==> config.mk <==
export PLATFORM = sky130hd
export DESIGN_NAME = uart_alu_ctrl_flat
export DESIGN_NICKNAME = d
export VERILOG_FILES = /design/src/rtl/uart_alu_ctrl_pkg.sv /design/src/rtl/uart_alu_ctrl_if.sv /design/src/rtl/uart_alu_ctrl_frame_timer.sv /design/src/rtl/uart_alu_ctrl.sv /design/src/flat_wrapper.sv
export SDC_FILE = /design/constraint.sdc
export NUM_CORES = 1
export LEC_CHECK = 0
export BUFFER_PORTS_ARGS = -buffer_cell sky130_fd_sc_hd__clkbuf_2
export CAP_MARGIN = 10
export CORE_MARGIN = 3
export CORE_UTILIZATION = 53
export CTS_BUF_LIST = sky130_fd_sc_hd__clkbuf_8
export CTS_CLUSTER_DIAMETER = 200
export CTS_CLUSTER_SIZE = 25
export DETAILED_ROUTE_END_ITERATION = 12
export PLACE_DENSITY = 0.88
export SYNTH_ARGS = -nofsm -noshare
export SYNTH_HDL_FRONTEND = slang
export SYNTH_SLANG_ARGS = --single-unit
==> constraint.sdc <==
create_clock -name clk -period 2.25 [get_ports clk]
set_input_delay 0.225 -clock clk [delete_from_list [all_inputs] [get_ports clk]]
set_output_delay 0.225 -clock clk [all_outputs]
set_load 0.05 [all_outputs]
==> src/rtl/uart_alu_ctrl_pkg.sv <==
`default_nettype none
// +--------------------------------------------------------------------------+
// | Module   : uart_alu_ctrl_pkg                                             |
// | Purpose  : Shared types and constants for the UART/ALU sequencer:        |
// |            FSM state encoding, ALU opcode values, default widths.        |
// | Revision : 1.0  initial release                                          |
// +--------------------------------------------------------------------------+
package uart_alu_ctrl_pkg;

  localparam int C_DBIT_DEFAULT = 8;
  localparam int C_OP_W_DEFAULT = 6;

  typedef enum logic [2:0] {
    ST_GET_A  = 3'd0,
    ST_GET_B  = 3'd1,
    ST_GET_OP = 3'd2,
    ST_EXEC   = 3'd3,
    ST_SEND   = 3'd4
  } state_t;

  // Opcodes understood by the companion ALU (MIPS funct style).
  localparam logic [5:0] C_OP_ADD = 6'h20;
  localparam logic [5:0] C_OP_SUB = 6'h22;
  localparam logic [5:0] C_OP_AND = 6'h24;
  localparam logic [5:0] C_OP_OR  = 6'h25;
  localparam logic [5:0] C_OP_XOR = 6'h26;
  localparam logic [5:0] C_OP_SRA = 6'h03;
  localparam logic [5:0] C_OP_SRL = 6'h02;
  localparam logic [5:0] C_OP_NOR = 6'h27;

endpackage
`default_nettype wire

==> src/rtl/uart_alu_ctrl_if.sv <==
`default_nettype none
// +--------------------------------------------------------------------------+
// | Module   : uart_alu_ctrl_if                                              |
// | Purpose  : Bundle of the UART FIFO handshake and ALU operand/result      |
// |            signals seen by the sequencer.                                |
// |   master : sequencer side (pops RX, pushes TX, drives ALU operands)      |
// |   slave  : environment side (FIFOs + ALU)                                |
// | Revision : 1.0  initial release                                          |
// +--------------------------------------------------------------------------+
interface uart_alu_ctrl_if
  import uart_alu_ctrl_pkg::*;
#(
  parameter int DBIT = C_DBIT_DEFAULT,
  parameter int OP_W = C_OP_W_DEFAULT
);
  logic            rx_empty;
  logic [DBIT-1:0] r_data;
  logic            rd_uart;
  logic            tx_full;
  logic            wr_uart;
  logic [DBIT-1:0] w_data;
  logic [DBIT-1:0] alu_a;
  logic [DBIT-1:0] alu_b;
  logic [OP_W-1:0] alu_op;
  logic [DBIT-1:0] alu_result;
  logic            busy;
  logic            done_tick;
  logic            err_tmo;

  modport master (
    input  rx_empty, r_data, tx_full, alu_result,
    output rd_uart, wr_uart, w_data, alu_a, alu_b, alu_op, busy, done_tick, err_tmo
  );

  modport slave (
    output rx_empty, r_data, tx_full, alu_result,
    input  rd_uart, wr_uart, w_data, alu_a, alu_b, alu_op, busy, done_tick, err_tmo
  );
endinterface
`default_nettype wire

==> src/rtl/uart_alu_ctrl_frame_timer.sv <==
`default_nettype none
// +--------------------------------------------------------------------------+
// | Module   : frame_timer                                                   |
// | Purpose  : Inter-byte watchdog. Counts enabled cycles since the last     |
// |            clear and flags the cycle on which TMO_CYC cycles would be    |
// |            reached. TMO_CYC = 0 disables it.                             |
// | Ports    : clk, reset (async, active low), clear, enable -> expire       |
// | Revision : 1.0  initial release                                          |
// +--------------------------------------------------------------------------+
module frame_timer #(
  parameter int TMO_CYC  = 500000,
  parameter int TMO_BITS = 20
) (
  input  logic clk,
  input  logic reset,
  input  logic clear,
  input  logic enable,
  output logic expire
);

  generate
    if (TMO_CYC == 0) begin : g_disabled
      logic w_unused;
      assign w_unused = clk ^ reset ^ clear ^ enable;
      assign expire   = 1'b0;
    end else begin : g_enabled
      localparam logic [TMO_BITS-1:0] C_LAST = TMO_BITS'(TMO_CYC - 1);
      logic [TMO_BITS-1:0] r_count;

      always_ff @(posedge clk or negedge reset) begin
        if (!reset) begin
          r_count <= '0;
        end else if (clear) begin
          r_count <= '0;
        end else if (enable) begin
          r_count <= r_count + TMO_BITS'(1);
        end
      end

      // Expiry is judged on the pre-increment count so the caller can act
      // on the same edge that would have made the count reach TMO_CYC.
      assign expire = enable && (r_count == C_LAST);
    end
  endgenerate

endmodule
`default_nettype wire

==> src/rtl/uart_alu_ctrl.sv <==
`default_nettype none
// +--------------------------------------------------------------------------+
// | Module   : uart_alu_ctrl                                                 |
// | Purpose  : Sequencer between the UART FIFOs and a combinational ALU.     |
// |            Pops operand A, operand B and opcode from RX, lets the ALU    |
// |            settle for one cycle, captures its result and pushes it to    |
// |            TX. A frame stalled between bytes is dropped on timeout.      |
// | Ports    : clk, reset (async, active low)                                |
// |            bus (master): rx_empty, r_data, rd_uart, tx_full, wr_uart,    |
// |            w_data, alu_a, alu_b, alu_op, alu_result, busy, done_tick,    |
// |            err_tmo                                                       |
// | Revision : 1.0  initial release                                          |
// +--------------------------------------------------------------------------+
module uart_alu_ctrl
  import uart_alu_ctrl_pkg::*;
#(
  parameter int DBIT     = C_DBIT_DEFAULT,
  parameter int OP_W     = C_OP_W_DEFAULT,
  parameter int TMO_CYC  = 500000,
  parameter int TMO_BITS = 20
) (
  input logic           clk,
  input logic           reset,
  uart_alu_ctrl_if.master bus
);

  state_t          r_state;
  logic [DBIT-1:0] r_a;
  logic [DBIT-1:0] r_b;
  logic [OP_W-1:0] r_op;
  logic [DBIT-1:0] r_result;
  logic [DBIT-1:0] r_wdata;
  logic            r_rd;
  logic            r_wr;
  logic            r_done;
  logic            r_err;
  logic            r_busy;

  logic w_rx_ok;
  logic w_in_get;
  logic w_capture;
  logic w_tmr_en;
  logic w_tmr_clear;
  logic w_expire;

  // The FIFO status only reflects a pop one cycle later, so a byte may only
  // be taken when no pop is already in flight.
  assign w_rx_ok   = !bus.rx_empty && !r_rd;
  assign w_in_get  = (r_state == ST_GET_A) || (r_state == ST_GET_B) ||
                     (r_state == ST_GET_OP);
  assign w_capture = w_in_get && w_rx_ok;

  // Only the gaps inside a frame are timed; waiting for the first byte or
  // for TX space never times out.
  assign w_tmr_en    = (r_state == ST_GET_B) || (r_state == ST_GET_OP);
  assign w_tmr_clear = w_capture || !w_tmr_en || w_expire;

  frame_timer #(
    .TMO_CYC (TMO_CYC),
    .TMO_BITS(TMO_BITS)
  ) u_frame_timer (
    .clk   (clk),
    .reset (reset),
    .clear (w_tmr_clear),
    .enable(w_tmr_en),
    .expire(w_expire)
  );

  always_ff @(posedge clk or negedge reset) begin
    if (!reset) begin
      r_state  <= ST_GET_A;
      r_a      <= '0;
      r_b      <= '0;
      r_op     <= '0;
      r_result <= '0;
      r_wdata  <= '0;
      r_rd     <= 1'b0;
      r_wr     <= 1'b0;
      r_done   <= 1'b0;
      r_err    <= 1'b0;
      r_busy   <= 1'b0;
    end else begin
      r_rd   <= 1'b0;
      r_wr   <= 1'b0;
      r_done <= 1'b0;
      r_err  <= 1'b0;
      case (r_state)
        ST_GET_A: begin
          if (w_rx_ok) begin
            r_a     <= bus.r_data;
            r_rd    <= 1'b1;
            r_state <= ST_GET_B;
            r_busy  <= 1'b1;
          end
        end
        ST_GET_B: begin
          // A capture on the expiry cycle still completes the byte.
          if (w_rx_ok) begin
            r_b     <= bus.r_data;
            r_rd    <= 1'b1;
            r_state <= ST_GET_OP;
          end else if (w_expire) begin
            r_err   <= 1'b1;
            r_state <= ST_GET_A;
            r_busy  <= 1'b0;
          end
        end
        ST_GET_OP: begin
          if (w_rx_ok) begin
            r_op    <= bus.r_data[OP_W-1:0];
            r_rd    <= 1'b1;
            r_state <= ST_EXEC;
          end else if (w_expire) begin
            r_err   <= 1'b1;
            r_state <= ST_GET_A;
            r_busy  <= 1'b0;
          end
        end
        ST_EXEC: begin
          // Operands have been stable for a full cycle by now.
          r_result <= bus.alu_result;
          r_state  <= ST_SEND;
        end
        ST_SEND: begin
          if (!bus.tx_full && !r_wr) begin
            r_wdata <= r_result;
            r_wr    <= 1'b1;
            r_done  <= 1'b1;
            r_state <= ST_GET_A;
            r_busy  <= 1'b0;
          end
        end
        default: begin
          r_state <= ST_GET_A;
          r_busy  <= 1'b0;
        end
      endcase
    end
  end

  assign bus.rd_uart   = r_rd;
  assign bus.wr_uart   = r_wr;
  assign bus.w_data    = r_wdata;
  assign bus.alu_a     = r_a;
  assign bus.alu_b     = r_b;
  assign bus.alu_op    = r_op;
  assign bus.busy      = r_busy;
  assign bus.done_tick = r_done;
  assign bus.err_tmo   = r_err;

endmodule
`default_nettype wire

==> src/flat_wrapper.sv <==
// flat-port wrapper written by rule: the top's interface ports become plain ports
module uart_alu_ctrl_flat import uart_alu_ctrl_pkg::*;
#(
  parameter int DBIT     = C_DBIT_DEFAULT,
  parameter int OP_W     = C_OP_W_DEFAULT,
  parameter int TMO_CYC  = 500000,
  parameter int TMO_BITS = 20
)
  (clk, reset, bus_rx_empty, bus_r_data, bus_tx_full, bus_alu_result, bus_rd_uart, bus_wr_uart, bus_w_data, bus_alu_a, bus_alu_b, bus_alu_op, bus_busy, bus_done_tick, bus_err_tmo);
  uart_alu_ctrl_if #(.DBIT(DBIT), .OP_W(OP_W)) bus_i ();
  input logic clk;
  input logic reset;
  input wire logic [$bits(bus_i.rx_empty)-1:0] bus_rx_empty;
  input wire logic [$bits(bus_i.r_data)-1:0] bus_r_data;
  input wire logic [$bits(bus_i.tx_full)-1:0] bus_tx_full;
  input wire logic [$bits(bus_i.alu_result)-1:0] bus_alu_result;
  output wire logic [$bits(bus_i.rd_uart)-1:0] bus_rd_uart;
  output wire logic [$bits(bus_i.wr_uart)-1:0] bus_wr_uart;
  output wire logic [$bits(bus_i.w_data)-1:0] bus_w_data;
  output wire logic [$bits(bus_i.alu_a)-1:0] bus_alu_a;
  output wire logic [$bits(bus_i.alu_b)-1:0] bus_alu_b;
  output wire logic [$bits(bus_i.alu_op)-1:0] bus_alu_op;
  output wire logic [$bits(bus_i.busy)-1:0] bus_busy;
  output wire logic [$bits(bus_i.done_tick)-1:0] bus_done_tick;
  output wire logic [$bits(bus_i.err_tmo)-1:0] bus_err_tmo;
  assign bus_i.rx_empty = bus_rx_empty;
  assign bus_i.r_data = bus_r_data;
  assign bus_i.tx_full = bus_tx_full;
  assign bus_i.alu_result = bus_alu_result;
  assign bus_rd_uart = bus_i.rd_uart;
  assign bus_wr_uart = bus_i.wr_uart;
  assign bus_w_data = bus_i.w_data;
  assign bus_alu_a = bus_i.alu_a;
  assign bus_alu_b = bus_i.alu_b;
  assign bus_alu_op = bus_i.alu_op;
  assign bus_busy = bus_i.busy;
  assign bus_done_tick = bus_i.done_tick;
  assign bus_err_tmo = bus_i.err_tmo;
  uart_alu_ctrl #(.DBIT(DBIT), .OP_W(OP_W), .TMO_CYC(TMO_CYC), .TMO_BITS(TMO_BITS)) u_core (.clk(clk), .reset(reset), .bus(bus_i));
endmodule
==> reports/results.ini <==
[sta]
max_freq_ghz=0.5609
slew-limit-headroom_pct=47.88
slew_viol_final=0
fin_skew_ns=0.004041
period_share_pct=79.24
hold_viol_final=0
fin_setup_tns_ns=0
worst_slew_pin_slew_ns=0.7818
fin_crit_ns=1.783
grt_setup_unrepaired=false
setup_viol=0

[setup_path]
critical_path_class=register to register
cp_top_family=simple AND/OR/NAND/NOR gates
cpPeakStageDelay_ns=0.46
cp-end-kind=register
worstPathCellList=nor3_1 > nand3_1 > mux2_2
cp_max_fo=9
critical_path.slowest_cell=dfrtp_1
start_kind=register
path_buf_inv=0
cp.arrival_ns=2.00
required_ns=2.47

[route]
via_count=1891
antenna_left=0
totalWireLength_mm=5.275
drt-wirelength-per-cell_um=15.11
viasPerCell=5.418
drcViolationCount=0
dr.pass1.iters=4
drtIter0Drc=78

[placement]
port_buffers=54
gp_congestion=0.8324
dpl.hpwl_mm=3.770

[layout]
final_net_count=298
fillerInstances=353
final_common_cell=dfrtp_1
area_growth_pct=20.18
antenna_cells=0
post-route-util_pct=67.92
drive_gt1_share_pct=39.72
final_cell_mix=65 x dfrtp_1, 54 x clkbuf_2, 35 x mux2_2

[synthesis]
syn_nets=237
syn_area_per_cell_um2=12.69
synth-seq-cells=65
ys_seq_area_share_pct=59.36
ys_warn_count=0
synthCells=216
synth_area_um2=2740
ys_types=34

[clock_tree]
cts_buffer_depth=2
cts_root_buffer=clkbuf_8
cts_made_buffers=9
cts_tree=done
post-cts-setup-buffer-count=0
postCtsHoldBufs=0
clkLatencyLatePin_ns=0.34
ctsResizeCount=0
h-tree-depth=3
path_clk_slew_ns=0.07
clkSinkCount=65

[global_route]
grt_usage_pct=19.12
use_met2_pct=29.97
grt_overflow=0
grt_pass1_vias=1953
antenna_found_initial=0
grt_pass1_wl_mm=9.087
grt_max_degree=66
grtUsageMet1_pct=24.92
use_met3_pct=5.336
grt-busiest-layer=met2

[floorplan]
dieHeight_um=77.91
design.core.area_um2=4848
initial_core_util_pct=56.52
num_io_pins=55
rows=25
dieArea_um2=6069
die_x_um=77.91

[power]
ir_drop_uv=1197
p_leak_nw=1.487
powerDensity_nw_per_um2=1506

[min_path]
hold_class=primary input to asynchronous set/reset pin

[run]
cap_violations=0

[run_status]
status=finished, final reports clean

-- state kept, by name, summed over array words and instances (netlist names) --
signal                                  cells
u_core.bus.alu_a                            8
u_core.bus.w_data                           8
u_core.bus.rd_uart                          1
u_core.bus.busy                             1
u_core.r_state                              3
u_core.bus.alu_op                           6
u_core.bus.wr_uart                          1
u_core.u_frame_timer.g_enabled.r_count     20
u_core.r_result                             8
u_core.bus.err_tmo                          1
u_core.bus.alu_b                            8
-- synth_stat cells, drive strengths merged --
cell / count / share of area [%]
nand4b: 1 / 0.32
o31ai: 4 / 1.1
nor4: 1 / 0.23
o21bai: 1 / 0.41
nor4b: 4 / 1.3
clkbuf: 2 / 0.27
buf: 5 / 1.2
a21bo: 1 / 0.37
a21oi: 8 / 1.5
xor2: 7 / 2.2
and2: 1 / 0.23
or4: 4 / 1.1
nor3: 7 / 1.3
a21boi: 2 / 0.55
or3: 3 / 0.69
dfrtp: 65 / 59
o21ai: 2 / 0.37
nor2: 19 / 2.6
a2bb2oi: 1 / 0.32
xnor2: 7 / 2.2
mux2: 38 / 16
nand3: 9 / 1.8
nand2: 8 / 1.1
or2: 1 / 0.23
and4: 3 / 1.0
inv: 5 / 0.69
ha: 1 / 0.46
o41ai: 1 / 0.32
nand4: 5 / 1.1
-- power breakdown --
| group | internal (mW) | leakage, nW | switching (mW) |
|---|---|---|---|
| clock | 0.623 | 0.106 | 0.456 |
| combinational | 0.607 | 0.558 | 1.47 |
| sequential | 1.56 | 0.823 | 0.240 |
| total | 2.79 | 1.49 | 2.17 |
-- logic make-up after synthesis --
family                     count (synthesis)  share of synthesized area (%)
DFF                                       65                          59.36
xor gates and xnor gates                  14                          4.475
and+or+nand+nor                           66                          13.01
muxes                                     38                          15.62
adders and majority gates                  1                         0.4565
buffers and inverters                     12                          2.192
AOI/OAI and AO/OA                         20                          4.886
-- per-layer routing --
layer / vias to the layer above / wire, um
met4: 0 / 98
li1: 894 / -
met2: 48 / 2564
met3: 9 / 275
met1: 940 / 2338
met5: - / 0
-- cell type report --
| type | count | area (um^2) | area share [%] |
|---|---|---|---|
| Inverter | 5 | 18.77 | 0.5699 |
| Clock buffer | 9 | 123.9 | 3.761 |
| Tap cell | 67 | 83.83 | 2.546 |
| Timing Repair Buffer | 57 | 292.8 | 8.891 |
| Multi-Input combinational cell | 139 | 1054 | 31.99 |
| Clock inverter | 7 | 93.84 | 2.850 |
| Sequential cell | 65 | 1627 | 49.39 |
-- through the flow --
stage	cell area, um^2	hold WS [ns]	worst slack, ns	power, mW	cells
3_3_place_gp	3075	0.4371	0.5678	3.834	333
3_5_place_dp	3075	0.4419	0.4994	3.911	333
2_1_floorplan	2740	-0.07059	0.5000	3.384	216
6_report	3293	0.05065	0.4671	4.959	349
5_1_grt	3293	0.09040	0.3097	5.203	349
4_1_cts	3293	0.07659	0.4789	4.998	349
-- final timing paths --
kind                                    start                                         end  slack [ns]  cells past startpoint
min in group clk            bus_alu_result[5]                          u_core.r_result[5]        0.10                      2
max reg2reg                 u_core.r_state[2]                         u_core.bus.alu_b[5]        0.47                      3
min reg2reg                u_core.r_result[5]                          u_core.r_result[5]        0.49                      1
max in group asynchronous               reset                        u_core.bus.w_data[2]        1.69                      2
max                         u_core.r_state[2]                         u_core.bus.alu_b[5]        0.47                      3
min                                     reset  u_core.u_frame_timer.g_enabled.r_count[15]        0.05                      2
Power figures use the tool's default switching activity.
